**src/rtl/config_pkg.sv**
```systemverilog
`default_nettype none
// ============================================================================
// Module   : config_pkg
// Purpose  : Shared types and constants for the code decoder chain.
//            state_e : common progress states (IDLE/BUSY/DONE/ERROR)
//            code_t  : 4-bit code word
//            SEQ_TIMEOUT_DEF : default stall timeout for code_sequencer
// Revision : 1.0 - initial release
// ============================================================================
package config_pkg;

  typedef enum logic [1:0] {
    IDLE  = 2'd0,
    BUSY  = 2'd1,
    DONE  = 2'd2,
    ERROR = 2'd3
  } state_e;

  typedef logic [3:0] code_t;

  localparam int SEQ_TIMEOUT_DEF = 8;

endpackage
`default_nettype wire

```
**src/rtl/code_sequencer_if.sv**
```systemverilog
`default_nettype none
// ============================================================================
// Module   : code_sequencer_if
// Purpose  : Valid/ready code stream between code_sequencer and the decoder.
// Signals  : code_valid - producer has a code on the bus
//            code       - 4-bit code word
//            code_ready - consumer accepts the code this cycle
// Modports : master (producer), slave (consumer)
// Revision : 1.0 - initial release
// ============================================================================
interface code_sequencer_if;

  logic               code_valid;
  config_pkg::code_t  code;
  logic               code_ready;

  modport master (output code_valid, output code, input  code_ready);
  modport slave  (input  code_valid, input  code, output code_ready);

endinterface
`default_nettype wire

```
**src/rtl/seq_stall_timer.sv**
```systemverilog
`default_nettype none
// ============================================================================
// Module   : seq_stall_timer
// Purpose  : Counts consecutive stalled cycles and flags the cycle in which
//            the count reaches TIMEOUT.
// Ports    : clk     - clock
//            rst_n   - asynchronous active-low reset
//            en      - stalled this cycle (valid && !ready)
//            clr     - restart count (handshake or not streaming)
//            expired - this is the TIMEOUT-th consecutive stalled cycle
// Revision : 1.0 - initial release
// ============================================================================
module seq_stall_timer #(
  parameter int TIMEOUT = config_pkg::SEQ_TIMEOUT_DEF,
  parameter int STALL_W = $clog2(TIMEOUT + 1)
) (
  input  logic clk,
  input  logic rst_n,
  input  logic en,
  input  logic clr,
  output logic expired
);

  logic [STALL_W-1:0] r_cnt;

  always_ff @(posedge clk or negedge rst_n) begin
    if (!rst_n) begin
      r_cnt <= '0;
    end else if (clr) begin
      r_cnt <= '0;
    end else if (en) begin
      r_cnt <= r_cnt + 1'b1;
    end
  end

  // Flag fires while the TIMEOUT-th stalled cycle is in progress so the
  // owner changes state on the edge that closes it.
  assign expired = en && !clr && (r_cnt == STALL_W'(TIMEOUT - 1));

endmodule
`default_nettype wire

```
**src/rtl/code_sequencer.sv**
```systemverilog
`default_nettype none
// ============================================================================
// Module   : code_sequencer
// Purpose  : Generates a burst of consecutive 4-bit codes on request and
//            presents them over a valid/ready handshake, with a stall
//            watchdog that forces ERROR when the consumer stops accepting.
// Ports    : clk, rst_n  - clock, asynchronous active-low reset
//            start       - burst request (IDLE only)
//            start_code  - first code of the burst
//            burst_len   - beats minus one
//            abort       - terminate burst, back to IDLE
//            clr_err     - leave ERROR
//            bus         - code stream (master side)
//            busy/done/err/state_o - registered state decodes
//            code_par    - odd parity of code (CODE_SEQ_PARITY_EN only)
// Config   : define CODE_SEQ_PARITY_EN to add the code_par output.
// Revision : 1.0 - initial release
// ============================================================================
module code_sequencer
  import config_pkg::*;
#(
  parameter int TIMEOUT = SEQ_TIMEOUT_DEF,
  parameter int STALL_W = $clog2(TIMEOUT + 1)
) (
  input  logic                    clk,
  input  logic                    rst_n,
  input  logic                    start,
  input  code_t                   start_code,
  input  logic [3:0]              burst_len,
  input  logic                    abort,
  input  logic                    clr_err,
  code_sequencer_if.master        bus,
  output logic                    busy,
  output logic                    done,
  output logic                    err,
  output state_e                  state_o
`ifdef CODE_SEQ_PARITY_EN
  ,
  output logic                    code_par
`endif
);

  state_e     r_state, w_state_nxt;
  code_t      r_code,  w_code_nxt;
  logic [3:0] r_len,   w_len_nxt;
  logic [3:0] r_beat,  w_beat_nxt;

  logic w_valid;
  logic w_hs;
  logic w_stall;
  logic w_clr;
  logic w_expired;

  // Valid is a pure state decode, so no input reaches any output directly.
  assign w_valid = (r_state == BUSY);
  assign w_hs    = w_valid &&  bus.code_ready;
  assign w_stall = w_valid && !bus.code_ready;
  assign w_clr   = w_hs || (r_state != BUSY);

  seq_stall_timer #(
    .TIMEOUT (TIMEOUT),
    .STALL_W (STALL_W)
  ) u_stall_timer (
    .clk     (clk),
    .rst_n   (rst_n),
    .en      (w_stall),
    .clr     (w_clr),
    .expired (w_expired)
  );

  always_ff @(posedge clk or negedge rst_n) begin
    if (!rst_n) begin
      r_state <= IDLE;
      r_code  <= '0;
      r_len   <= '0;
      r_beat  <= '0;
    end else begin
      r_state <= w_state_nxt;
      r_code  <= w_code_nxt;
      r_len   <= w_len_nxt;
      r_beat  <= w_beat_nxt;
    end
  end

  always_comb begin
    w_state_nxt = r_state;
    w_code_nxt  = r_code;
    w_len_nxt   = r_len;
    w_beat_nxt  = r_beat;
    case (r_state)
      IDLE: begin
        if (start) begin
          w_state_nxt = BUSY;
          w_code_nxt  = start_code;
          w_len_nxt   = burst_len;
          w_beat_nxt  = '0;
        end
      end
      BUSY: begin
        // abort wins even over a simultaneous handshake; that beat is
        // consumed downstream but not counted here.
        if (abort) begin
          w_state_nxt = IDLE;
        end else if (w_expired) begin
          w_state_nxt = ERROR;
        end else if (w_hs) begin
          w_code_nxt = r_code + 4'd1;
          w_beat_nxt = r_beat + 4'd1;
          if (r_beat == r_len) begin
            w_state_nxt = DONE;
          end
        end
      end
      DONE: begin
        w_state_nxt = IDLE;
      end
      ERROR: begin
        if (clr_err) begin
          w_state_nxt = IDLE;
        end
      end
      default: begin
        w_state_nxt = IDLE;
      end
    endcase
  end

`ifdef CODE_SEQ_PARITY_EN
  logic r_par;

  // Parity is taken from the next code so it lands in the same cycle.
  always_ff @(posedge clk or negedge rst_n) begin
    if (!rst_n) begin
      r_par <= 1'b1;
    end else begin
      r_par <= ~^w_code_nxt;
    end
  end

  assign code_par = r_par;
`endif

  assign bus.code_valid = w_valid;
  assign bus.code       = r_code;
  assign busy           = (r_state == BUSY);
  assign done           = (r_state == DONE);
  assign err            = (r_state == ERROR);
  assign state_o        = r_state;

endmodule
`default_nettype wire

```
**src/flat_wrapper.sv**
```systemverilog
// flat-port wrapper written by rule: the top's interface ports become plain ports
module code_sequencer_flat import config_pkg::*;
#(
  parameter int TIMEOUT = SEQ_TIMEOUT_DEF,
  parameter int STALL_W = $clog2(TIMEOUT + 1)
)
  (clk, rst_n, start, start_code, burst_len, abort, clr_err, busy, done, err, state_o, bus_code_valid, bus_code, bus_code_ready);
  code_sequencer_if bus_i ();
  input  logic clk;
  input  logic rst_n;
  input  logic start;
  input  code_t start_code;
  input  logic [3:0] burst_len;
  input  logic abort;
  input  logic clr_err;
  output logic busy;
  output logic done;
  output logic err;
  output state_e state_o;
  output wire logic [$bits(bus_i.code_valid)-1:0] bus_code_valid;
  output wire logic [$bits(bus_i.code)-1:0] bus_code;
  input wire logic [$bits(bus_i.code_ready)-1:0] bus_code_ready;
  assign bus_code_valid = bus_i.code_valid;
  assign bus_code = bus_i.code;
  assign bus_i.code_ready = bus_code_ready;
  code_sequencer #(.TIMEOUT(TIMEOUT), .STALL_W(STALL_W)) u_core (.clk(clk), .rst_n(rst_n), .start(start), .start_code(start_code), .burst_len(burst_len), .abort(abort), .clr_err(clr_err), .bus(bus_i), .busy(busy), .done(done), .err(err), .state_o(state_o));
endmodule
```
**config.mk**
```make
export PLATFORM = sky130hd
export DESIGN_NAME = code_sequencer_flat
export DESIGN_NICKNAME = d
export VERILOG_FILES = /design/src/rtl/config_pkg.sv /design/src/rtl/code_sequencer_if.sv /design/src/rtl/seq_stall_timer.sv /design/src/rtl/code_sequencer.sv /design/src/flat_wrapper.sv
export SDC_FILE = /design/constraint.sdc
export NUM_CORES = 1
export LEC_CHECK = 0
export ABC_AREA = 1
export BUFFER_PORTS_ARGS = -buffer_cell sky130_fd_sc_hd__buf_4
export CAP_MARGIN = 20
export CORE_ASPECT_RATIO = 1.2
export CORE_MARGIN = 3
export CORE_UTILIZATION = 35
export CTS_CLUSTER_SIZE = 40
export DETAILED_ROUTE_END_ITERATION = 10
export PLACE_DENSITY_LB_ADDON = 0.2
export SYNTH_ARGS = -nofsm -noshare
export SYNTH_HDL_FRONTEND = slang
export SYNTH_HIERARCHICAL = 1
export SYNTH_SLANG_ARGS = --single-unit
export TNS_END_PERCENT = 1
```
**constraint.sdc**
```tcl
create_clock -name clk -period 1.77 [get_ports clk]
set_input_delay 0.2655 -clock clk [delete_from_list [all_inputs] [get_ports clk]]
set_output_delay 0.2655 -clock clk [all_outputs]
set_load 0.02 [all_outputs]
```
==> reports/metrics.yaml, run 1 <==
cts_root_buf: "clkbuf_4"
whs_endpoint: "u_core/r_len[2]"
placementRows: 21
htree_levels: 1
start_kind: "flip-flop"
ys_ff_latch: 18
clock_skew_ns: 0.0103
final_max_slew_viol_count: 0
leakagePower_uw: 0.000779
synthAdderAreaFrac: 0.0338
r2r-end: "u_core/r_beat[2]"
grt_pass1_vias: 1027
ioPinCount: 24
netlist_instances: 162
ys_top_cells_by_count: "nand2_1, nor2_1, dfrtp_1"
final_antenna_net_count: 0
dieArea_mm2: 0.00389
antenna_found_initial: 0
setup_viol: 0
critPathCaptureType: "flip-flop"
drive_above_1_share: 0.284
synth_top_family_by_area: "simple AND/OR/NAND/NOR gates"
wl_per_cell_um: 11.6
yosysTopAreaCellShare: 0.406
synth_compound_area_frac: 0.0755
grt_overflow: 0
slew_headroom: 0.832
fmax_mhz: 616
first_iter_violations: 28
hold_violations: 0
cts.path.max_buffers: 2
holdWs_ns: 0.204
hold_path_startpoint: "burst_len[2]"
grt_setup_unrepaired: "true"
dpl.hpwl_mm: 2.09
drc: 0
hp-class: "input port to flip-flop"
cts_buffers: 3
cp.arrival_ns: 1.85
synth_edf_count: 0
r2r_slack_ns: 0.15
synthMuxAreaShare: 0
r2r-start: "u_core/state_o[1]"
synthFlopType: "dfrtp_1"
post-route-period-util: 0.917
synth_most_common_cell: "nand2_1"
grt_max_degree: 19
nets: 215
clkSinkCount: 18
worst_pin_slew_ns: 0.251
place.gp.congestion: 0.880
area.growth.synth_to_final_pct: 31.0
cts_tree: "done"
fillers: 299
synth_nets: 179
diodes: 0
status: "completed"
start_util: 0.381
synth_warnings: 6
dr.pass1.iters: 5
core-area_mm2: 0.00292
clk_pin_slew_ns: 0.12
multi_input_area_um2: 596
vdd_drop_max_v: 0.000681
clk_latency_ns: 0.30
yosys-top-cells-area: "dfrtp_1, nand2_1, nor2_1, nand3_1, inv_1"
track_usage: 0.145
syn_area_mm2: 0.00111
r2r_cells: 15
synth_cell_type_count: 23
synthArstFlopShare: 1.00
dpl-instance-area_mm2: 0.00137
powerDensity_mw_per_mm2: 1550
min_period_ns: 1.62
vias: 1091
die_y_um: 67.7
finalPower_uw: 2260
yosysTopAreaCell: "dfrtp_1"
synthXorXnorAreaFrac: 0.00789
register_area_um2: 453
grt_pass1_wl_mm: 4.33
numPortBuffers: 23
synth_simple_gate_area_frac: 0.390
routed_wl_mm: 2.67
seq_area_frac_synth: 0.406
viasPerCell: 4.72
die_w_um: 57.4
synth.avg_cell_area_um2: 6.85
max_cap_violations: 0
crit_required_ns: 2.00
whs_path_depth: 3
path_class: "flip-flop to flip-flop"
path_max_fanout: 6
fin_area_mm2: 0.00145
[critical path, stage by stage (launching register included)]
cell	delay (ns)
dfrtp_2	0.44
inv_4	0.07
nand2_4	0.05
nor2_4	0.11
inv_2	0.06
inv_2	0.06
nand2_2	0.05
nor3_4	0.14
inv_2	0.06
nand2_1	0.06
nand2_1	0.06
nand2_2	0.11
nor2_4	0.06
inv_2	0.10
nand2_1	0.05
o21ai_1	0.07
[routing by layer]
| layer | track usage | part of all wire | vias up |
|---|---|---|---|
| met5 | 0 | 0 | - |
| met4 | 0.0783 | 0.015 | 0 |
| met3 | 0.0210 | 0.041 | 4 |
| met2 | 0.242 | 0.50 | 24 |
| met1 | 0.179 | 0.44 | 485 |
| li1 | - | - | 578 |
[power by group]
group / switching (uW) / internal [uW] / leakage, uW
Sequential: 125 / 550 / 0.000226
Clock: 136 / 125 / 0.0000210
Combinational: 800 / 520 / 0.000532
Total: 1060 / 1200 / 0.000779
[cells by family (layout without fill, tap and decap cells)]
group | Yosys count | after routing
and+or+nand+nor | 103 | 104
buffers and inverters | 22 | 56
xor gates and xnor gates | 1 | 1
DFF | 18 | 18
adders and majority gates | 3 | 3
AOI/OAI and AO/OA | 15 | 15
[final cells by class]
cell class | instances | area share
Multi-Input combinational cell | 123 | 0.410
Tap cell | 34 | 0.0293
Clock buffer | 4 | 0.0250
Inverter | 19 | 0.0525
Timing Repair Buffer | 33 | 0.172
Sequential cell | 18 | 0.312
[worst max path at each step]
stage / cells past startpoint / start / slack (ns) / endpoint
floorplan: 15 / u_core/state_o[1] / -0.11 / u_core/bus.code[3]
global placement: 11 / u_core/u_stall_timer/r_cnt[0] / 0.009 / u_core/bus.code[2]
detailed placement: 11 / u_core/u_stall_timer/r_cnt[0] / -0.05 / u_core/bus.code[3]
CTS: 15 / u_core/state_o[1] / 0.02 / u_core/r_beat[2]
global route: 15 / u_core/state_o[1] / -0.02 / u_core/bus.code[0]
finish: 15 / u_core/state_o[1] / 0.15 / u_core/r_beat[2]
[cells in the final DEF (no fill, tap or decap), drive strengths merged]
cell,instances
a21boi,1
a21oi,5
buf,32
clkbuf,4
dfrtp,18
dlygate4sd3,1
ha,3
inv,19
nand2,62
nand3,13
nand3b,1
nor2,24
nor3,1
o211ai,1
o21ai,6
o21bai,1
o22ai,1
or2,3
xor2,1
[through the flow]
stage	setup TNS [ns]	util	instances	setup slack, ns
floorplan	-0.612	-	162	-0.107
global placement	0	0.469	223	0.00859
detailed placement	-0.227	0.469	223	-0.0538
CTS	0	0.486	228	0.0233
global route	-0.0353	0.498	231	-0.0187
finish	0	0.498	231	0.147
[state kept, by name (all words and copies together) (netlist names)]
signal	cells
u_core/r_beat	4
u_core/state_o	2
u_core/r_len	4
u_core/bus.code	4
u_core/u_stall_timer/r_cnt	4
[repair_timing]
item	4_1_cts	5_1_grt
buffers inserted	0	2
pin swaps	0	7
hold buffers	1	0
hold endpoints to repair	18	0
cloned	0	1
gates resized for setup	2	5
endpoints found under the setup margin	5	9
No activity file was read; power rests on OpenSTA's default activity.
==> run 2, diff against run 1 <==
- BUFFER_PORTS_ARGS: -buffer_cell sky130_fd_sc_hd__buf_4 -> not set
- DONT_BUFFER_PORTS: not set -> 1
==> run 2 against run 1 <==
Effect of this change:
- clock skew shrank 0.00060 ns
- register-to-register slack is essentially flat
- largest cell class unchanged
- sequential share of layout area is 3.8 points higher
- sequential cell count unchanged
- critical path depth shrank 1
- final area down 11%
- critical endpoint is now u_core/bus.code[2]
- clock power is 2% lower
- combinational power is 14% lower
==> reports/metrics.yaml, run 2 (same netlist as run 1, synthesis figures left out) <==
critPathTopFamily: "simple AND/OR/NAND/NOR gates"
cts_buffers: 3  # unchanged
worst_pin_slew_ns: 0.831  # +0.580 ns
layout_commonest_cell: "nand2_1"
cp.depth: 14  # -1
wl_per_cell_um: 12.7  # +9.5%
dpl-instance-area_mm2: 0.00120  # -12%
multi_input_area_um2: 596  # unchanged
crit_required_ns: 2.00  # about the same
vdd_drop_max_v: 0.000832  # +22%
vias: 1046  # -4.1%
numPortBuffers: 0  # -100%
track_usage: 0.148  # +0.00353
drc: 0  # unchanged
path_max_fanout: 6  # unchanged
final_max_slew_viol_count: 0  # unchanged
cts.path.max_buffers: 2  # unchanged
diodes: 0  # unchanged
core-area_mm2: 0.00292  # unchanged
critPathBufInv: 4  # -1
die_w_um: 57.4  # unchanged
clk_pin_slew_ns: 0.11  # about the same
whs_path_depth: 2  # -1
r2r_cells: 14  # -1
fin_ws_ns: 0.143  # -0.00341 ns
antenna_found_initial: 0  # unchanged
layoutNonFillerInstCount: 210  # -9.1%
final_antenna_net_count: 0  # unchanged
cts_root_buf: "clkbuf_4"
viasPerCell: 4.98  # +5.5%
dp.cells: 201  # -9.9%
grt_max_degree: 19  # unchanged
clkSinkCount: 18  # unchanged
max_cap_violations: 0  # unchanged
fmax_mhz: 615  # -0.21%
min_period_ns: 1.63  # +0.00341 ns
slowest_stage: "dfrtp_2"
powerDensity_mw_per_mm2: 1640  # +5.6%
leakagePower_uw: 0.000675  # -13%
area.growth.synth_to_final_pct: 16.8
cp_common_cell: "nand2_1"
cp.arrival_ns: 1.86  # about the same
final_cell_mix: "nand2_1, nor2_1, dfrtp_1"
register_area_um2: 453  # unchanged
hold_violations: 0  # unchanged
grt_pass1_vias: 994  # -3.2%
dr.pass1.iters: 4  # -1
dieArea_mm2: 0.00389  # unchanged
clk_latency_ns: 0.30  # about the same
htree_levels: 1  # unchanged
cts_tree: "done"
final_core_util: 0.444  # -0.0541
path_cells: "inv_2 > nand2_4 > nor2_4 > buf_4 > nand2_2 > nor3_4 > inv_1 > nand2_1 > nand2_1 > nand2_2 > nor2_4 > inv_4 > nand2_1 > nand2_1"
grt_pass1_wl_mm: 4.40  # +1.4%
placementRows: 21  # unchanged
first_iter_violations: 42  # +50%
fin_area_mm2: 0.00130  # -11%
setup_viol: 0  # unchanged
holdWs_ns: 0.118  # -0.0863 ns
dpl.hpwl_mm: 2.05  # -2.2%
place.gp.congestion: 0.826  # -6.2%
post-route-period-util: 0.919  # +0.00193
status: "completed"
clock_skew_ns: 0.00967  # -0.000603 ns
fillers: 298  # -0.33%
nets: 194  # -9.8%
ioPinCount: 24  # unchanged
start_kind: "flip-flop"
max_stage_delay_ns: 0.42  # -0.02 ns
grt_overflow: 0  # unchanged
pre_cts_ws_ns: -0.0116  # +0.0422 ns
start_util: 0.381  # unchanged
routed_wl_mm: 2.66  # -0.49%
path_class: "flip-flop to flip-flop"
critPathCaptureType: "flip-flop"
die_y_um: 67.7  # unchanged
slew_headroom: 0.444  # -0.388
drive_above_1_share: 0.193  # -0.0911
hp-class: "input port to flip-flop"
[run 2: cell count changes in the layout (fill, tap and decap cells not counted)]
| cell | previous run | this run |
|---|---|---|
| inv_1 | 13 | 14 |
| o21ai_1 | 2 | 3 |
| buf_4 | 32 | 11 |
| o21ai_0 | 4 | 3 |
| inv_2 | 4 | 3 |
[run 2: repair_timing]
item	4_1_cts	5_1_grt
setup endpoints to repair	5	9
pin swaps	0	5
resized for setup	2	5
gates cloned	0	1
hold endpoints to repair	18	0
hold buffers	1	0
setup buffers	0	3
[run 2: area by class of cell]
type | instances | share of cell area
repair buffers | 12 | 0.0714
multi-input cells | 123 | 0.459
inverters | 19 | 0.0589
well taps | 34 | 0.0328
flip-flops and latches | 18 | 0.349
clock buffers | 4 | 0.0280
[run 2: where the power goes]
| part | internal (uW) | switching (uW) | total [uW] |
|---|---|---|---|
| Sequential | 549 | 187 | 736 |
| Combinational | 408 | 726 | 1130 |
| Clock | 125 | 130 | 256 |
| Total | 1080 | 1040 | 2120 |
[run 2: final timing paths]
kind | from | endpoint | slack (ns)
setup / recovery | u_core/state_o[1] | u_core/bus.code[2] | 0.14
hold / removal | burst_len[2] | u_core/r_len[2] | 0.12
setup reg to reg | u_core/state_o[1] | u_core/bus.code[2] | 0.14
hold reg to reg | u_core/u_stall_timer/r_cnt[1] | u_core/u_stall_timer/r_cnt[1] | 0.52
max in group asynchronous | rst_n | u_core/state_o[1] | 0.69
min in group asynchronous | rst_n | u_core/r_len[1] | 0.50
[run 2: per-layer routing]
metal / wire length [um] / part of all wire / track usage
met5: 0 / 0 / 0
met4: 35 / 0.013 / 0.0783
met3: 140 / 0.053 / 0.0249
met2: 1330 / 0.50 / 0.244
met1: 1150 / 0.43 / 0.185
[run 2: worst reg2reg max path, delay by kind of cell (launching register included)]
family                 cells  cell delay, ns
DFF                        1            0.42
buffers and inverters      4            0.38
and+or+nand+nor           10            0.78
[run 2: stage by stage]
| stage | power (uW) | TNS, ns |
|---|---|---|
| 3_5_place_dp | 1780 | -0.0319 |
| 4_1_cts | 2080 | 0 |
| 2_1_floorplan | 1560 | -0.612 |
| 5_1_grt | 2350 | -0.0823 |
| 3_3_place_gp | 1740 | 0 |
| 6_report | 2120 | 0 |
==> run 3, diff against run 2 <==
- ABC_AREA: 1 -> not set
- CTS_CLUSTER_DIAMETER: not set -> 50
- clock period: 1.77 -> 1.65 ns (I/O delays scaled with it)
==> run 3 against run 2 <==
Effect of this change:
- the flow now finishes with violations (negative setup slack)
- sequential cell count unchanged
- wire length down 8.9%
- clock skew down 0.0044 ns
- setup slack worse by 0.19 ns
- clock power down 11%
- non-clock buffer count up 3
- synthesized cell count down 37%
- power down 29%
- clock-buffer cell count unchanged
- final area down 0.19%
- sequential share of layout area about the same
- die area down 4.4%
- critical endpoint is now u_core/r_beat[1]
- largest power group is now registers
- highest routed layer unchanged
==> reports/metrics.yaml, run 3 <==
final_antenna_net_count: 0  # unchanged
fin_area_mm2: 0.00129  # -0.19%
final_cell_mix: "dfrtp_1, buf_4, nor2_1"
start_kind: "flip-flop"
diodes: 0  # unchanged
netlist_instances: 102  # -37%
htree_levels: 1  # unchanged
crit_required_ns: 1.84  # -0.16 ns
internal_power_uw: 897  # -17%
synth.avg_cell_area_um2: 10.4  # +51%
track_usage: 0.141  # -0.00771
cp.arrival_ns: 1.89  # +0.03 ns
final_core_util: 0.456  # +0.0115
clk_pin_slew_ns: 0.10  # about the same
leakagePower_uw: 0.000561  # -17%
yosysTopAreaCell: "dfrtp_1"
start_util: 0.372  # -0.00839
routed_wl_mm: 2.42  # -8.9%
clock_skew_ns: 0.00531  # -0.00436 ns
vdd_drop_max_v: 0.000628  # -25%
hold_violations: 0  # unchanged
yosysTopAreaCellShare: 0.427  # +0.0207
max_stage_delay_ns: 0.42  # about the same
layout_commonest_cell: "dfrtp_1"
synth_most_common_cell: "dfrtp_1"
critPathCaptureType: "flip-flop"
core-area_mm2: 0.00284  # -2.7%
min_period_ns: 1.70  # +0.0741 ns
cts_tree: "done"
vias: 834  # -20%
slew_headroom: 0.447  # +0.00333
dieArea_mm2: 0.00371  # -4.4%
synth_warnings: 6  # unchanged
nets: 135  # -30%
critPathTopFamily: "simple AND/OR/NAND/NOR gates"
first_iter_violations: 41  # -2.4%
clkSinkCount: 18  # unchanged
share_seq_of_total_power: 0.478  # +0.132
synth_edf_count: 0  # unchanged
dp.cells: 143  # -29%
setup_viol: 3  # +3
viasPerCell: 5.52  # +11%
die_y_um: 66.2  # -2.2%
final_max_slew_viol_count: 0  # unchanged
multi_input_area_um2: 631  # +5.9%
seq_area_frac_synth: 0.427  # +0.0207
ys_ff_latch: 18  # unchanged
grt_overflow: 0  # unchanged
switching_share: 0.403  # -0.0879
clk_latency_ns: 0.29  # about the same
layoutNonFillerInstCount: 151  # -28%
netSwitchingPower_uw: 605  # -42%
fmax_mhz: 588  # -4.4%
post-route-period-util: 1.03  # +0.112
ioPinCount: 24  # unchanged
path_class: "flip-flop to flip-flop"
grt_setup_unrepaired: "true"
path_max_fanout: 3  # -3
critPathBufInv: 1  # -3
dr.pass1.iters: 4  # unchanged
drive_above_1_share: 0.333  # +0.140
combPwrFrac: 0.370  # -0.164
fin_ws_ns: -0.0508  # -0.194 ns
antenna_found_initial: 0  # unchanged
dpl.hpwl_mm: 1.75  # -15%
cts_buffers: 3  # unchanged
area.growth.synth_to_final_pct: 22.5
clkPwrFrac: 0.153  # +0.033
grt_max_degree: 19  # unchanged
hp-class: "input port to flip-flop"
synth_cell_type_count: 40  # +74%
worst_pin_slew_ns: 0.826  # -0.00497 ns
numPortBuffers: 0  # unchanged
slowest_stage: "dfrtp_1"
fillers: 268  # -10%
path_cells: "nand2b_4 > inv_6 > nand2_4 > nor2_4 > and4_4 > nand4bb_4 > a21o_1 > a32o_1"
violations: "negative setup slack"
register_area_um2: 452  # -0.28%
syn_area_mm2: 0.00106  # -4.8%
placementRows: 21  # unchanged
synthArstFlopShare: 1.00  # unchanged
cts_root_buf: "clkbuf_4"
drc: 0  # unchanged
ys_top_cells_by_count: "dfrtp_1, nor2_1, a21oi_1"
synthFlopType: "dfrtp_1"
grt_pass1_vias: 837  # -16%
synth_nets: 119  # -34%
place.gp.congestion: 0.736  # -11%
yosys-top-cells-area: "dfrtp_1, mux2_2, xnor2_1, ha_1, a21oi_1"
powerDensity_mw_per_mm2: 1160  # -29%
status: "finished, violations left"
wl_per_cell_um: 16.1  # +27%
grt_pass1_wl_mm: 3.98  # -9.4%
dpl-instance-area_mm2: 0.00120  # -0.52%
die_w_um: 56.1  # -2.2%
max_cap_violations: 0  # unchanged
cts.path.max_buffers: 2  # unchanged
-- run 3: metal layers --
| layer | track usage | wire length [um] |
|---|---|---|
| met5 | 0 | 0 |
| met4 | 0.0742 | 61 |
| met3 | 0.0332 | 149 |
| met2 | 0.227 | 1090 |
| met1 | 0.174 | 1120 |
-- run 3: power groups by stage --
stage / Combinational [uW] / Sequential [uW] / Clock (uW)
2_1_floorplan: 393 / 708 / 0
3_3_place_gp: 488 / 717 / 0
3_5_place_dp: 507 / 725 / 0
4_1_cts: 524 / 715 / 240
5_1_grt: 619 / 737 / 264
6_report: 555 / 717 / 229
-- run 3: cell families (layout without fill, tap and decap cells) --
| logic type | count (synthesis) | after routing | synth area share |
|---|---|---|---|
| xor+xnor | 6 | 6 | 0.0569 |
| buf+inv | 10 | 25 | 0.0592 |
| mux | 7 | 7 | 0.0758 |
| compound gates | 23 | 23 | 0.143 |
| fa+ha+maj | 3 | 3 | 0.0355 |
| flops | 18 | 18 | 0.427 |
| simple gates | 35 | 35 | 0.203 |
-- run 3: final timing paths --
| check | from | endpoint | slack [ns] | cells after the start |
|---|---|---|---|---|
| max in group asynchronous | rst_n | u_core/state_o[1] | 0.60 | 1 |
| hold / removal | abort | u_core/state_o[0] | 0.05 | 1 |
| setup / recovery | u_core/state_o[0] | u_core/r_beat[1] | -0.05 | 8 |
| setup reg to reg | u_core/state_o[0] | u_core/r_beat[1] | -0.05 | 8 |
| min in group asynchronous | rst_n | u_core/r_beat[3] | 0.49 | 1 |
| hold reg to reg | u_core/r_len[3] | u_core/r_len[3] | 0.54 | 1 |
-- run 3: repair_timing --
action                                  CTS  global route
pin swaps                                 2            11
endpoints found under the setup margin    1            13
gates resized for setup                   2             7
buffers inserted                          1             2
hold buffers                              1             0
hold endpoints to repair                 18             0
-- run 3: final cells by class --
class	count	area share
Multi-Input combinational cell	74	0.487
Sequential cell	18	0.349
Timing Repair Buffer	15	0.0890
Tap cell	34	0.0329
Inverter	6	0.0213
Clock buffer	4	0.0203
-- run 3: through the flow --
| stage | hold WS (ns) | power, uW | setup slack (ns) | setup TNS, ns |
|---|---|---|---|---|
| 5_1_grt | 0.0358 | 1620 | -0.144 | -0.826 |
| 4_1_cts | 0.0383 | 1480 | -0.0146 | -0.0146 |
| 3_3_place_gp | -0.0476 | 1200 | 0.0247 | 0 |
| 3_5_place_dp | -0.0475 | 1230 | -0.0243 | -0.0243 |
| 2_1_floorplan | -0.0481 | 1100 | -0.193 | -1.29 |
| 6_report | 0.0480 | 1500 | -0.0508 | -0.103 |
